File: config.mk
export PLATFORM = sky130hd
export DESIGN_NAME = key_debouncer
export DESIGN_NICKNAME = d
export VERILOG_FILES = /design/src/rtl/key_debouncer_pkg.sv /design/src/rtl/key_debouncer_channel.sv /design/src/rtl/key_debouncer.sv
export SDC_FILE = /design/constraint.sdc
export NUM_CORES = 1
export LEC_CHECK = 0
export ABC_AREA = 1
export BUFFER_PORTS_ARGS = -buffer_cell sky130_fd_sc_hd__buf_2
export CAP_MARGIN = 20
export CORE_UTILIZATION = 59
export DETAILED_ROUTE_END_ITERATION = 12
export PLACE_DENSITY_LB_ADDON = 0.05
export SLEW_MARGIN = 40
export SYNTH_ARGS = -nofsm -noshare
export SYNTH_HDL_FRONTEND = slang
export SYNTH_HIERARCHICAL = 1
export SYNTH_SLANG_ARGS = --single-unit
File: constraint.sdc
create_clock -name CLOCK_50 -period 2.8 [get_ports CLOCK_50]
set_input_delay 0.28 -clock CLOCK_50 [delete_from_list [all_inputs] [get_ports CLOCK_50]]
set_output_delay 0.28 -clock CLOCK_50 [all_outputs]
set_load 0.05 [all_outputs]
File: src/rtl/key_debouncer_pkg.sv
// Shared types and constants for the pushbutton debouncer.
package key_debouncer_pkg;

    // Per-key debounce state. The encoding is fixed at 2 bits.
    typedef enum logic [1:0] {
        UP        = 2'd0,
        WAIT_DOWN = 2'd1,
        DOWN      = 2'd2,
        WAIT_UP   = 2'd3
    } key_state_t;

    // 10 ms at 50 MHz.
    localparam int DEFAULT_STABLE_CYCLES = 500000;

    // Smallest counter width that can hold every count value below 'cycles'.
    // Never returns less than 1, so the counter always has at least one bit.
    function automatic int cnt_width(input int cycles);
        int w;
        w = $clog2(cycles);
        return (w < 1) ? 1 : w;
    endfunction

endpackage

File: src/rtl/key_debouncer_channel.sv
// One debounced key: 2-FF synchroniser, stability counter, 4-state FSM and
// registered press/release pulses. All outputs come straight from flops.
module debounce_channel
    import key_debouncer_pkg::*;
#(
    parameter int STABLE_CYCLES = DEFAULT_STABLE_CYCLES,
    parameter int CNT_W         = cnt_width(DEFAULT_STABLE_CYCLES)
) (
    input  logic clk,
    input  logic rst_n,
    input  logic key_n_raw,
    output logic key_n_out,
    output logic press_pulse,
    output logic release_pulse
);

    // The cycle in which UP/DOWN first sees the new level counts as the first
    // stable cycle, so the wait state only needs STABLE_CYCLES-1 more of them.
    // This puts the output change on edge 2+STABLE_CYCLES after the input
    // edge. With STABLE_CYCLES == 1 the wait states are skipped entirely.
    localparam bit             SINGLE     = (STABLE_CYCLES == 1);
    localparam logic [CNT_W-1:0] ACCEPT_CNT =
        CNT_W'((STABLE_CYCLES >= 2) ? (STABLE_CYCLES - 2) : 0);

    logic             sync1_q, sync1_d;
    logic             sync2_q, sync2_d;
    key_state_t       state_q, state_d;
    logic [CNT_W-1:0] cnt_q, cnt_d;
    logic             level_q, level_d;
    logic             press_q, press_d;
    logic             release_q, release_d;

    // State register: everything resets to "released, idle".
    always_ff @(posedge clk or negedge rst_n) begin
        if (!rst_n) begin
            sync1_q   <= 1'b1;
            sync2_q   <= 1'b1;
            state_q   <= UP;
            cnt_q     <= '0;
            level_q   <= 1'b1;
            press_q   <= 1'b0;
            release_q <= 1'b0;
        end else begin
            sync1_q   <= sync1_d;
            sync2_q   <= sync2_d;
            state_q   <= state_d;
            cnt_q     <= cnt_d;
            level_q   <= level_d;
            press_q   <= press_d;
            release_q <= release_d;
        end
    end

    // Synchroniser shift, next-state logic and pulse generation.
    always_comb begin
        sync1_d   = key_n_raw;
        sync2_d   = sync1_q;
        state_d   = state_q;
        cnt_d     = cnt_q;
        level_d   = level_q;
        press_d   = 1'b0;
        release_d = 1'b0;

        case (state_q)
            UP: begin
                if (!sync2_q) begin
                    cnt_d = '0;
                    if (SINGLE) begin
                        state_d = DOWN;
                        level_d = 1'b0;
                        press_d = 1'b1;
                    end else begin
                        state_d = WAIT_DOWN;
                    end
                end
            end

            WAIT_DOWN: begin
                if (sync2_q) begin
                    // Bounce back to released: drop the candidate silently.
                    state_d = UP;
                    cnt_d   = '0;
                end else if (cnt_q == ACCEPT_CNT) begin
                    state_d = DOWN;
                    cnt_d   = '0;
                    level_d = 1'b0;
                    press_d = 1'b1;
                end else begin
                    cnt_d = cnt_q + CNT_W'(1);
                end
            end

            DOWN: begin
                if (sync2_q) begin
                    cnt_d = '0;
                    if (SINGLE) begin
                        state_d   = UP;
                        level_d   = 1'b1;
                        release_d = 1'b1;
                    end else begin
                        state_d = WAIT_UP;
                    end
                end
            end

            WAIT_UP: begin
                if (!sync2_q) begin
                    state_d = DOWN;
                    cnt_d   = '0;
                end else if (cnt_q == ACCEPT_CNT) begin
                    state_d   = UP;
                    cnt_d     = '0;
                    level_d   = 1'b1;
                    release_d = 1'b1;
                end else begin
                    cnt_d = cnt_q + CNT_W'(1);
                end
            end

            default: begin
                state_d = UP;
                cnt_d   = '0;
            end
        endcase
    end

    assign key_n_out     = level_q;
    assign press_pulse   = press_q;
    assign release_pulse = release_q;

endmodule

File: src/rtl/key_debouncer.sv
// Debounces the raw active-low pushbuttons before they reach the keys PIO.
// Each key gets its own fully independent channel.
module key_debouncer
    import key_debouncer_pkg::*;
#(
    parameter int NUM_KEYS      = 4,
    parameter int STABLE_CYCLES = DEFAULT_STABLE_CYCLES,
    parameter int CNT_W         = cnt_width(STABLE_CYCLES)
) (
    input  logic                CLOCK_50,
    input  logic                reset_n,
    input  logic [NUM_KEYS-1:0] key_n_in,
    output logic [NUM_KEYS-1:0] key_n_out,
    output logic [NUM_KEYS-1:0] press_pulse,
    output logic [NUM_KEYS-1:0] release_pulse
);

    // One debounce channel per key.
    generate
        for (genvar gi = 0; gi < NUM_KEYS; gi++) begin : g_key
            debounce_channel #(
                .STABLE_CYCLES (STABLE_CYCLES),
                .CNT_W         (CNT_W)
            ) u_channel (
                .clk           (CLOCK_50),
                .rst_n         (reset_n),
                .key_n_raw     (key_n_in[gi]),
                .key_n_out     (key_n_out[gi]),
                .press_pulse   (press_pulse[gi]),
                .release_pulse (release_pulse[gi])
            );
        end
    endgenerate

endmodule

### Word level (Yosys, flattened, before mapping)

Index checks and enable logic that the tools add are counted.

| operators by class | value |
|---|---|
| $add $sub $neg | 4 |
| multiply operators | 0 |
| divide/modulo/power cells | 0 |
| magnitude comparators | 0 |
| eq/ne operators | 48 |
| shift-type cells | 0 |
| muxes and demuxes | 92 |
| bitwise logic cells | 0 |
| reductions and logical operators | 20 |

Operators by type and width:

| kind | number |
|---|---|
| $mux 19 | 20 |
| $pmux 19 s4 | 4 |
| $add 19x1->19 const B | 4 |
| $eq 19x19->1 const B | 4 |
| $mux 2 | 24 |
| $mux 1 | 36 |
| $ne 2x1->1 const B | 16 |
| $pmux 2 s4 | 4 |
| $reduce_and 5->1 | 4 |
| $eq 2x2->1 const B | 8 |
| $ne 2x2->1 const B | 8 |
| $reduce_and 4->1 | 4 |
| $ne 3x1->1 const B | 4 |
| $ne 3x3->1 const B | 4 |
| $eq 2x1->1 const B | 4 |
| $logic_not 2->1 | 4 |
| $pmux 1 s2 | 4 |
| $reduce_and 2->1 | 4 |
| $reduce_bool 2->1 | 4 |

| storage, ports and cells | value |
|---|---|
| bits in registers | 104 |
| bits in latches | 0 |
| memory bits (writable) | 0 |
| memory bits (read-only) | 0 |
| input port bits | 6 |
| output and inout port bits | 12 |
| memories kept | 0 |

### Longest topological paths before layout

Gate-level depths: netlist of the first run.

| logic depth | value |
|---|---|
| depth in word-level cells | 4 |
| gate-level depth with buffers | 10 |
| mapped depth without buffers | 10 |

### By module

The synthesis of the first run kept the hierarchy.

Modules (own cells, without submodules):

| module | times used | cells each | area each (sq um) | seq. area each (sq um) |
|---|---|---|---|---|
| debounce_channel at g_key[0].u_channel ... | 3 | 221 | 1587.8 | 654.4 |
| debounce_channel at g_key[3].u_channel | 1 | 227 | 1670.4 | 654.4 |

### Worst setup path before layout of the first run

No wires, ideal clock.

| timing | value |
|---|---|
| path type | register -> register |
| start point | register g_key[0].u_channel.cnt_q[0] |
| end point | register g_key[0].u_channel.cnt_q[3] |
| data arrival time | 1275 ps |
| required time | 2671 ps |
| setup slack | 1397 ps |
| stages on the path, launching flop included | 9 |
| clock period less this slack | 1403 ps |
| cell sequence | dfrtp_1 -> inv_1 -> ha_1 -> nand2_1 -> nor2_1 -> nand2_1 -> o21bai_4 -> buf_6 -> o22ai_1 |

| on the way | value |
|---|---|
| word-level cells in the longest chain between the ends | 4 |

Ends and longest elaborated chain:

| item | line | text |
|---|---|---|
| from (decl) | key_debouncer_channel.sv:28 | `logic [CNT_W-1:0] cnt_q, cnt_d;` |
| from (signal assigned) | key_debouncer_channel.sv:47 | `cnt_q <= cnt_d;` |
| $add 19x1->19 / $eq 19x19->1 (equally long branches) | -- |  |
| $mux 19 (*) | key_debouncer_channel.sv:83, key_debouncer_channel.sv:110 |  |
| $mux 19 (on tied branches) | key_debouncer_channel.sv:107, key_debouncer_channel.sv:79 |  |
| $pmux 19 s4 (*) | key_debouncer_channel.sv:64 | `case (state_q)` |

Every way passes the cells marked *; elsewhere a longest branch is shown, timed or not.
A chain may end at the register's enable or synchronous reset.

### Final worst setup path of the first run

| timing | value |
|---|---|
| start point | register g_key[2].u_channel.cnt_q[0] |
| end point | register g_key[2].u_channel.cnt_q[5] |

| on the way | value |
|---|---|
| word-level cells in the longest chain between the ends | 4 |

Ends and longest elaborated chain:

| item | line |
|---|---|
| from (decl) | key_debouncer_channel.sv:28 |
| from (signal assigned) | key_debouncer_channel.sv:47 |
| $add 19x1->19 / $eq 19x19->1 (equally long branches) | -- |
| $mux 19 (*) | key_debouncer_channel.sv:83, key_debouncer_channel.sv:110 |
| $mux 19 (on tied branches) | key_debouncer_channel.sv:107, key_debouncer_channel.sv:79 |
| $pmux 19 s4 (*) | key_debouncer_channel.sv:64 |

Marked as above.

==> impl_metrics.csv, run 1 <==
group,metric,value,unit
clock_tree,cts_resized,0,
synth,syn_inst,890,
floorplan,die_h,106,um
synth,synth_edf_count,0,
floorplan,fp.dieW,106,um
final_layout,nets,924,
setup_path,crit_path_frequent_cell,"nand2_1",
setup_path,cp-start-kind,"flop",
grt,grt_pass1_vias,5297,
clock_tree,htreeDepth,3,
routing,wl_per_cell,13.1,um
power_and_ir_drop,p_leak,3.08,nW
setup_path,endpoint,"g_key[2].u_channel/cnt_q[5]",
setup_path,critPathBufInv,1,
grt,gr-max-usage-layer,"met2",
power_and_ir_drop,ir_worst_vdd,278,uV
setup_path,rr_worst_depth,7,
routing,first_pass_iters,5,
grt,gr-total-overflow,0,
clock_tree,worstSkewPairLatency,390,ps
setup_path,r2r-start,"g_key[2].u_channel/cnt_q[0]",
routing,vias,5597,
setup_path,crit_required,3050,ps
setup_path,cp-end-kind,"flop",
placement,port_buffers,17,
setup_path,crit_slowest_cell,"dfrtp_1",
setup_path,path_depth,7,
synth,ys_types,33,
synth,ys_seq_area_share,40.7,%
job,drv_cap,0,
routing,post_drt_via_cell_ratio,5.33,
synth,async_reset_ff_share,100,%
synth,syn-num-nets,904,
final_layout,final_core_util,65.2,%
run_status,status,"finished clean",
setup_path,r2r_slack,1010,ps
sta,rsz0062_at_grt,"false",
grt,met1_usage,35.9,%
grt,grt_start_max_net_pins,67,
clock_tree,path_clk_slew,110,ps
min_path,hp-class,"reg2reg",
final_layout,layout-drive-gt1-share,13.1,%
placement,gp_congestion,0.924,
grt,met2_usage,43.0,%
synth,ys_warn_count,6,
floorplan,floorplan.rows,37,
power_and_ir_drop,power_density,462,nW/um^2
clock_tree,ctsHoldBuffers,5,
setup_path,worstPathMaxFanout,11,
clock_tree,clk_path_buf_depth,2,
synth,avgSynthCellArea,7.23,um^2
routing,totalWireLength,13.8,mm
sta,report.final.slew_viol_count,0,
routing,drtIter0Drc,297,
floorplan,ios,18,
clock_tree,postCtsSetupBuffers,0,
grt,antenna_found_initial,0,
grt,grt.total_usage,26.4,%
routing,drc,0,
final_layout,area_delta_synth_final,6.07,%
final_layout,diodes,0,
floorplan,core-area,10500,um^2
clock_tree,clockRootBuffer,"clkbuf_8",
setup_path,crit_type,"reg2reg",
sta,slew_headroom,65.8,%
floorplan,dieArea,11300,um^2
synth,synth_area,6430,um^2
setup_path,max_stage_delay,460,ps
grt,use_met3,5.27,%
setup_path,crit_arrival,2040,ps
clock_tree,cts_buffers,9,
setup_path,reg2reg_to,"g_key[2].u_channel/cnt_q[5]",
sta,fin_crit_sh,64.1,%
grt,grt_first_pass_wirelength,24.1,mm
routing,drtAntennaViolNets,0,
sta,final.min_clock_period,1790,ps
sta,max_freq,558,MHz
power_and_ir_drop,power,3.15,mW
sta,fin_skew,14.9,ps
sta,final.setup.tns,0,ps
clock_tree,clock_sinks,104,
synth,ys_ff_latch,104,
placement,dp_hpwl,9.98,mm
setup_path,path_delay_family,"compound AO/OA/AOI/OAI gates",
sta,tightest_slew,512,ps
sta,hold_violations,0,
sta,setup_viol,0,
synth,synth_flop_cell,"dfrtp_1",
floorplan,initial_core_util,61.5,%
setup_path,worstSetupStartpoint,"g_key[2].u_channel/cnt_q[0]",
clock_tree,cts_tree,"built",
setup_path,crit_chain,"inv_1, ha_1, nand2_1, nor2_1, nand2_1, o21bai_4, o22ai_1",
Yosys cell counts, types with 5 or more instances:
library cell,n,share of area [%]
o21ai_0,36,2.8
nand2_2,12,1.2
o21ai_1,7,0.54
dfrtp_1,92,36
o21bai_1,5,0.58
inv_2,12,0.70
nand4_1,16,1.6
o22ai_2,5,0.97
nor2_4,12,2.1
nor2_2,7,0.68
dfstp_2,12,4.9
xor2_1,13,1.8
o21ai_2,16,2.2
nor2_1,90,5.3
ha_1,8,1.6
o22ai_1,12,1.2
inv_1,105,6.1
nand2_1,293,17
buf_2,7,0.54
nand3_1,98,7.6
final cells by class:
type / instances / area (um^2)
fill: 960 / 3640
multi-input combinational: 655 / 3270
sequential: 104 / 2620
inverter: 117 / 439
tap: 136 / 170
timing repair buffer: 23 / 158
clock buffer: 11 / 131
clock inverter: 5 / 33.8
layout by cell type, fill, tap and decap left out, drive strengths merged:
cell         synthesis  final
buf                 14     18
xnor2                3      3
inv                117    117
nor3                 4      4
clkinvlp             0      2
a21oi                5      5
o21ai               59     59
nor2               110    110
nand2              305    305
or2                  4      4
dlygate4sd3          0      5
clkbuf               0     11
o22ai               17     17
ha                   8      8
nand3              103    103
dfrtp               92     92
clkinv               0      3
nand4               16     16
dfstp               12     12
xor2                13     13
o21bai               8      8
stage by stage:
stage	cell area [um^2]	hold WS, ps	cells	worst slack [ps]
5_1_grt	6820	352	1051	879
4_1_cts	6820	348	1051	1040
3_3_place_gp	6610	277	1030	1110
2_1_floorplan	6430	-15.6	890	1400
3_5_place_dp	6610	288	1030	1060
6_report	6820	344	1051	1010
metal layers:
metal	vias to the layer above	wire (um)
li1	2858	-
met1	2613	6610
met2	112	6420
met3	14	569
met4	0	171
met5	-	0
power by group:
part           leakage, nW  internal [mW]  switching [mW]
combinational         1.60          0.176           0.400
sequential            1.40           1.59           0.137
clock               0.0793          0.323           0.522
total                 3.08           2.09            1.06
cell families (layout without fill, tap and decap cells):
logic type	Yosys count	in the layout	share of synthesized area [%]
simple gates	542	542	37.4
compound gates	89	89	9.74
fa+ha+maj	8	8	1.56
flops	104	104	40.7
xor+xnor	16	16	2.18
buf+inv	131	156	8.42
registers in the layout (all words and copies together) (netlist names), named ones only:
name and count:
g_key.u_channel/sync1_q 4, g_key.u_channel/cnt_q 76, g_key.u_channel/release_pulse 4, g_key.u_channel/state_q 4, g_key.u_channel/sync2_q 4, g_key.u_channel/key_n_out 4, g_key.u_channel/press_pulse 4
how the worst min path moves through the flow:
stage,startpoint,end,slack [ps],depth (start not counted)
global placement,reset_n,g_key[3].u_channel/cnt_q[9],280,1
global route,g_key[3].u_channel/sync1_q,g_key[3].u_channel/sync2_q,350,0
detailed placement,reset_n,g_key[3].u_channel/cnt_q[9],290,1
CTS,g_key[3].u_channel/sync1_q,g_key[3].u_channel/sync2_q,350,0
floorplan,reset_n,async pin,-20,0
finish,g_key[3].u_channel/sync1_q,g_key[3].u_channel/sync2_q,340,0
(Power assumes the default switching activity.)
==> run 2: changes to the inputs <==
==> constraint.sdc (replaced) <==
create_clock -name CLOCK_50 -period 1.75 [get_ports CLOCK_50]
set_input_delay 0.175 -clock CLOCK_50 [delete_from_list [all_inputs] [get_ports CLOCK_50]]
set_output_delay 0.175 -clock CLOCK_50 [all_outputs]
set_load 0.05 [all_outputs]
==> run 2 against run 1 <==
Against the previous run: via count up 4.7%; clock skew is 4.1 ps lower; worst hold slack lost 25 ps; total power rose by 73%; global-route usage up 0.51 points; final area rose by 3.8%; largest power group unchanged.
==> impl_metrics.csv, run 2 (synthesis gave the netlist of run 1 again) <==
group,metric,value,unit
run_status,status,"finished clean",
routing,drtIter0Drc,403,
final_layout,layout_commonest_cell,"nand2_1",
power_and_ir_drop,power_density,768,nW/um^2
routing,wl_per_cell,13.5,um
routing,post_drt_via_cell_ratio,5.46,
sta,max_freq,624,MHz
setup_path,critPathBufInv,1,
floorplan,fp.dieW,106,um
sta,fin_crit_sh,91.6,%
sta,report.final.slew_viol_count,0,
grt,gr-total-overflow,0,
final_layout,largest_reg_flops,76,
final_layout,layout-drive-gt1-share,15.3,%
power_and_ir_drop,switching_share,31.8,%
setup_path,crit_arrival,1850,ps
setup_path,crit_path_frequent_cell,"nand2_1",
grt,grt_pass1_vias,5445,
clock_tree,cts_buffers,9,
grt,grt_first_pass_wirelength,24.5,mm
setup_path,crit_slowest_cell,"dfrtp_1",
setup_path,max_stage_delay,400,ps
power_and_ir_drop,pwr-share-clk,28.0,%
clock_tree,clk_path_buf_depth,2,
final_layout,area_delta_synth_final,10.1,%
grt,gr-max-usage-layer,"met2",
placement,dp_hpwl,10.9,mm
sta,slew_headroom,65.2,%
min_path,hp-class,"in2async",
clock_tree,path_clk_slew,100,ps
power_and_ir_drop,p_leak,3.23,nW
grt,met2_usage,44.8,%
final_layout,stdcell_count,1073,
sta,final.setup.tns,0,ps
setup_path,crit_type,"reg2reg",
floorplan,dieArea,11300,um^2
grt,grt.total_usage,26.9,%
power_and_ir_drop,p_seq_share,50.5,%
setup_path,crit_required,2000,ps
sta,tightest_slew,522,ps
setup_path,path_delay_family,"compound AO/OA/AOI/OAI gates",
sta,hold_violations,0,
sta,rsz0062_at_grt,"false",
routing,totalWireLength,14.4,mm
power_and_ir_drop,comb_power_share,21.5,%
grt,met1_usage,35.9,%
grt,antenna_found_initial,0,
routing,first_pass_iters,6,
placement,port_buffers,17,
final_layout,largest-register,"g_key.u_channel/cnt_q",
final_layout,final_cell_mix,"nand2_1, inv_1, nand3_1",
floorplan,ios,18,
placement,place_inst,1049,
final_layout,fillers,938,
grt,grt_start_max_net_pins,39,
floorplan,die_h,106,um
clock_tree,worstSkewPairLatency,380,ps
setup_path,crit_chain,"inv_1, ha_1, nand2_1, nor2_1, nand2_1, o21bai_4, o22ai_1",
placement,gp_congestion,0.921,
clock_tree,clockRootBuffer,"clkbuf_8",
routing,drc,0,
final_layout,diodes,0,
clock_tree,htreeDepth,3,
routing,vias,5861,
final_layout,nets,946,
grt,use_met3,5.70,%
floorplan,floorplan.rows,37,
routing,drtAntennaViolNets,0,
power_and_ir_drop,power.internal,3.71,mW
setup_path,worstPathMaxFanout,11,
setup_path,cp-start-kind,"flop",
setup_path,cp-end-kind,"flop",
job,drv_cap,0,
sta,fin_skew,10.8,ps
clock_tree,cts_tree,"built",
sta,setup_viol,0,
power_and_ir_drop,p_switching,1.73,mW
floorplan,core-area,10500,um^2
clock_tree,clock_sinks,104,
sta,final.min_clock_period,1600,ps
floorplan,initial_core_util,61.5,%
power_and_ir_drop,ir_worst_vdd,497,uV
[run 2: cell type report]
class                      instances  area [um^2]  share of cell area [%]
inverter                         117          439                    6.20
multi-input combinational        655         3290                    46.5
clock buffer                      12          145                    2.05
timing repair buffer              45          373                    5.27
tap                              136          170                    2.40
sequential                       104         2620                    37.0
clock inverter                     4         45.0                   0.636
[run 2: metrics by stage]
step / area (um^2) / worst slack (ps) / power, mW / utilization [%] / hold slack (ps)
floorplan: 6430 / 347 / 3.51 / - / -121
global placement: 6780 / 144 / 3.83 / 64.8 / 187
detailed placement: 6780 / 64.3 / 3.88 / 64.8 / 188
CTS: 7020 / 45.6 / 5.42 / 67.1 / 314
global route: 7080 / 9.80 / 5.72 / 67.7 / 354
finish: 7080 / 146 / 5.44 / 67.7 / 319
[run 2: repair_timing]
| item | 4_1_cts | 5_1_grt |
|---|---|---|
| gates resized for setup | 0 | 4 |
| endpoints found under the hold margin | 35 | 0 |
| setup buffers | 0 | 3 |
| hold buffers | 5 | 0 |
| setup endpoints to repair | 0 | 39 |
[run 2: power groups by stage]
stage                     sequential, mW  clock, mW  combinational [mW]
after CTS                           2.75       1.58                1.09
after global routing                2.78       1.65                1.29
after detailed placement            2.80          0                1.08
final                               2.75       1.52                1.17
after floorplan                     2.76          0               0.744
after global placement              2.78          0                1.05
[run 2: path summary, 6_finish.rpt]
| kind | from | endpoint | slack, ps | cells after the start |
|---|---|---|---|---|
| min in group CLOCK_50 | g_key[2].u_channel/sync1_q | g_key[2].u_channel/sync2_q | 360 | 0 |
| worst min-delay path | reset_n | g_key[3].u_channel/cnt_q[10] | 320 | 2 |
| worst min register to register | g_key[2].u_channel/sync1_q | g_key[2].u_channel/sync2_q | 360 | 0 |
| worst max register to register | g_key[2].u_channel/cnt_q[0] | g_key[2].u_channel/cnt_q[3] | 150 | 7 |
| max in group asynchronous | reset_n | g_key[0].u_channel/sync1_q | 760 | 3 |
| worst max-delay path | g_key[2].u_channel/cnt_q[0] | g_key[2].u_channel/cnt_q[3] | 150 | 7 |
[run 2: layer usage]
layer  share of wire (%)  vias to the layer above
met2                  48                      181
met1                  46                     2758
met4                0.78                        0
li1                    -                     2910
met3                 5.7                       12
met5                   0                        -
[run 2: worst register-to-register path, stage by stage (launching register included)]
cell,delay [ps]
dfrtp_1,400
inv_1,80
ha_1,140
nand2_1,60
nor2_1,150
nand2_1,140
o21bai_4,370
o22ai_1,130
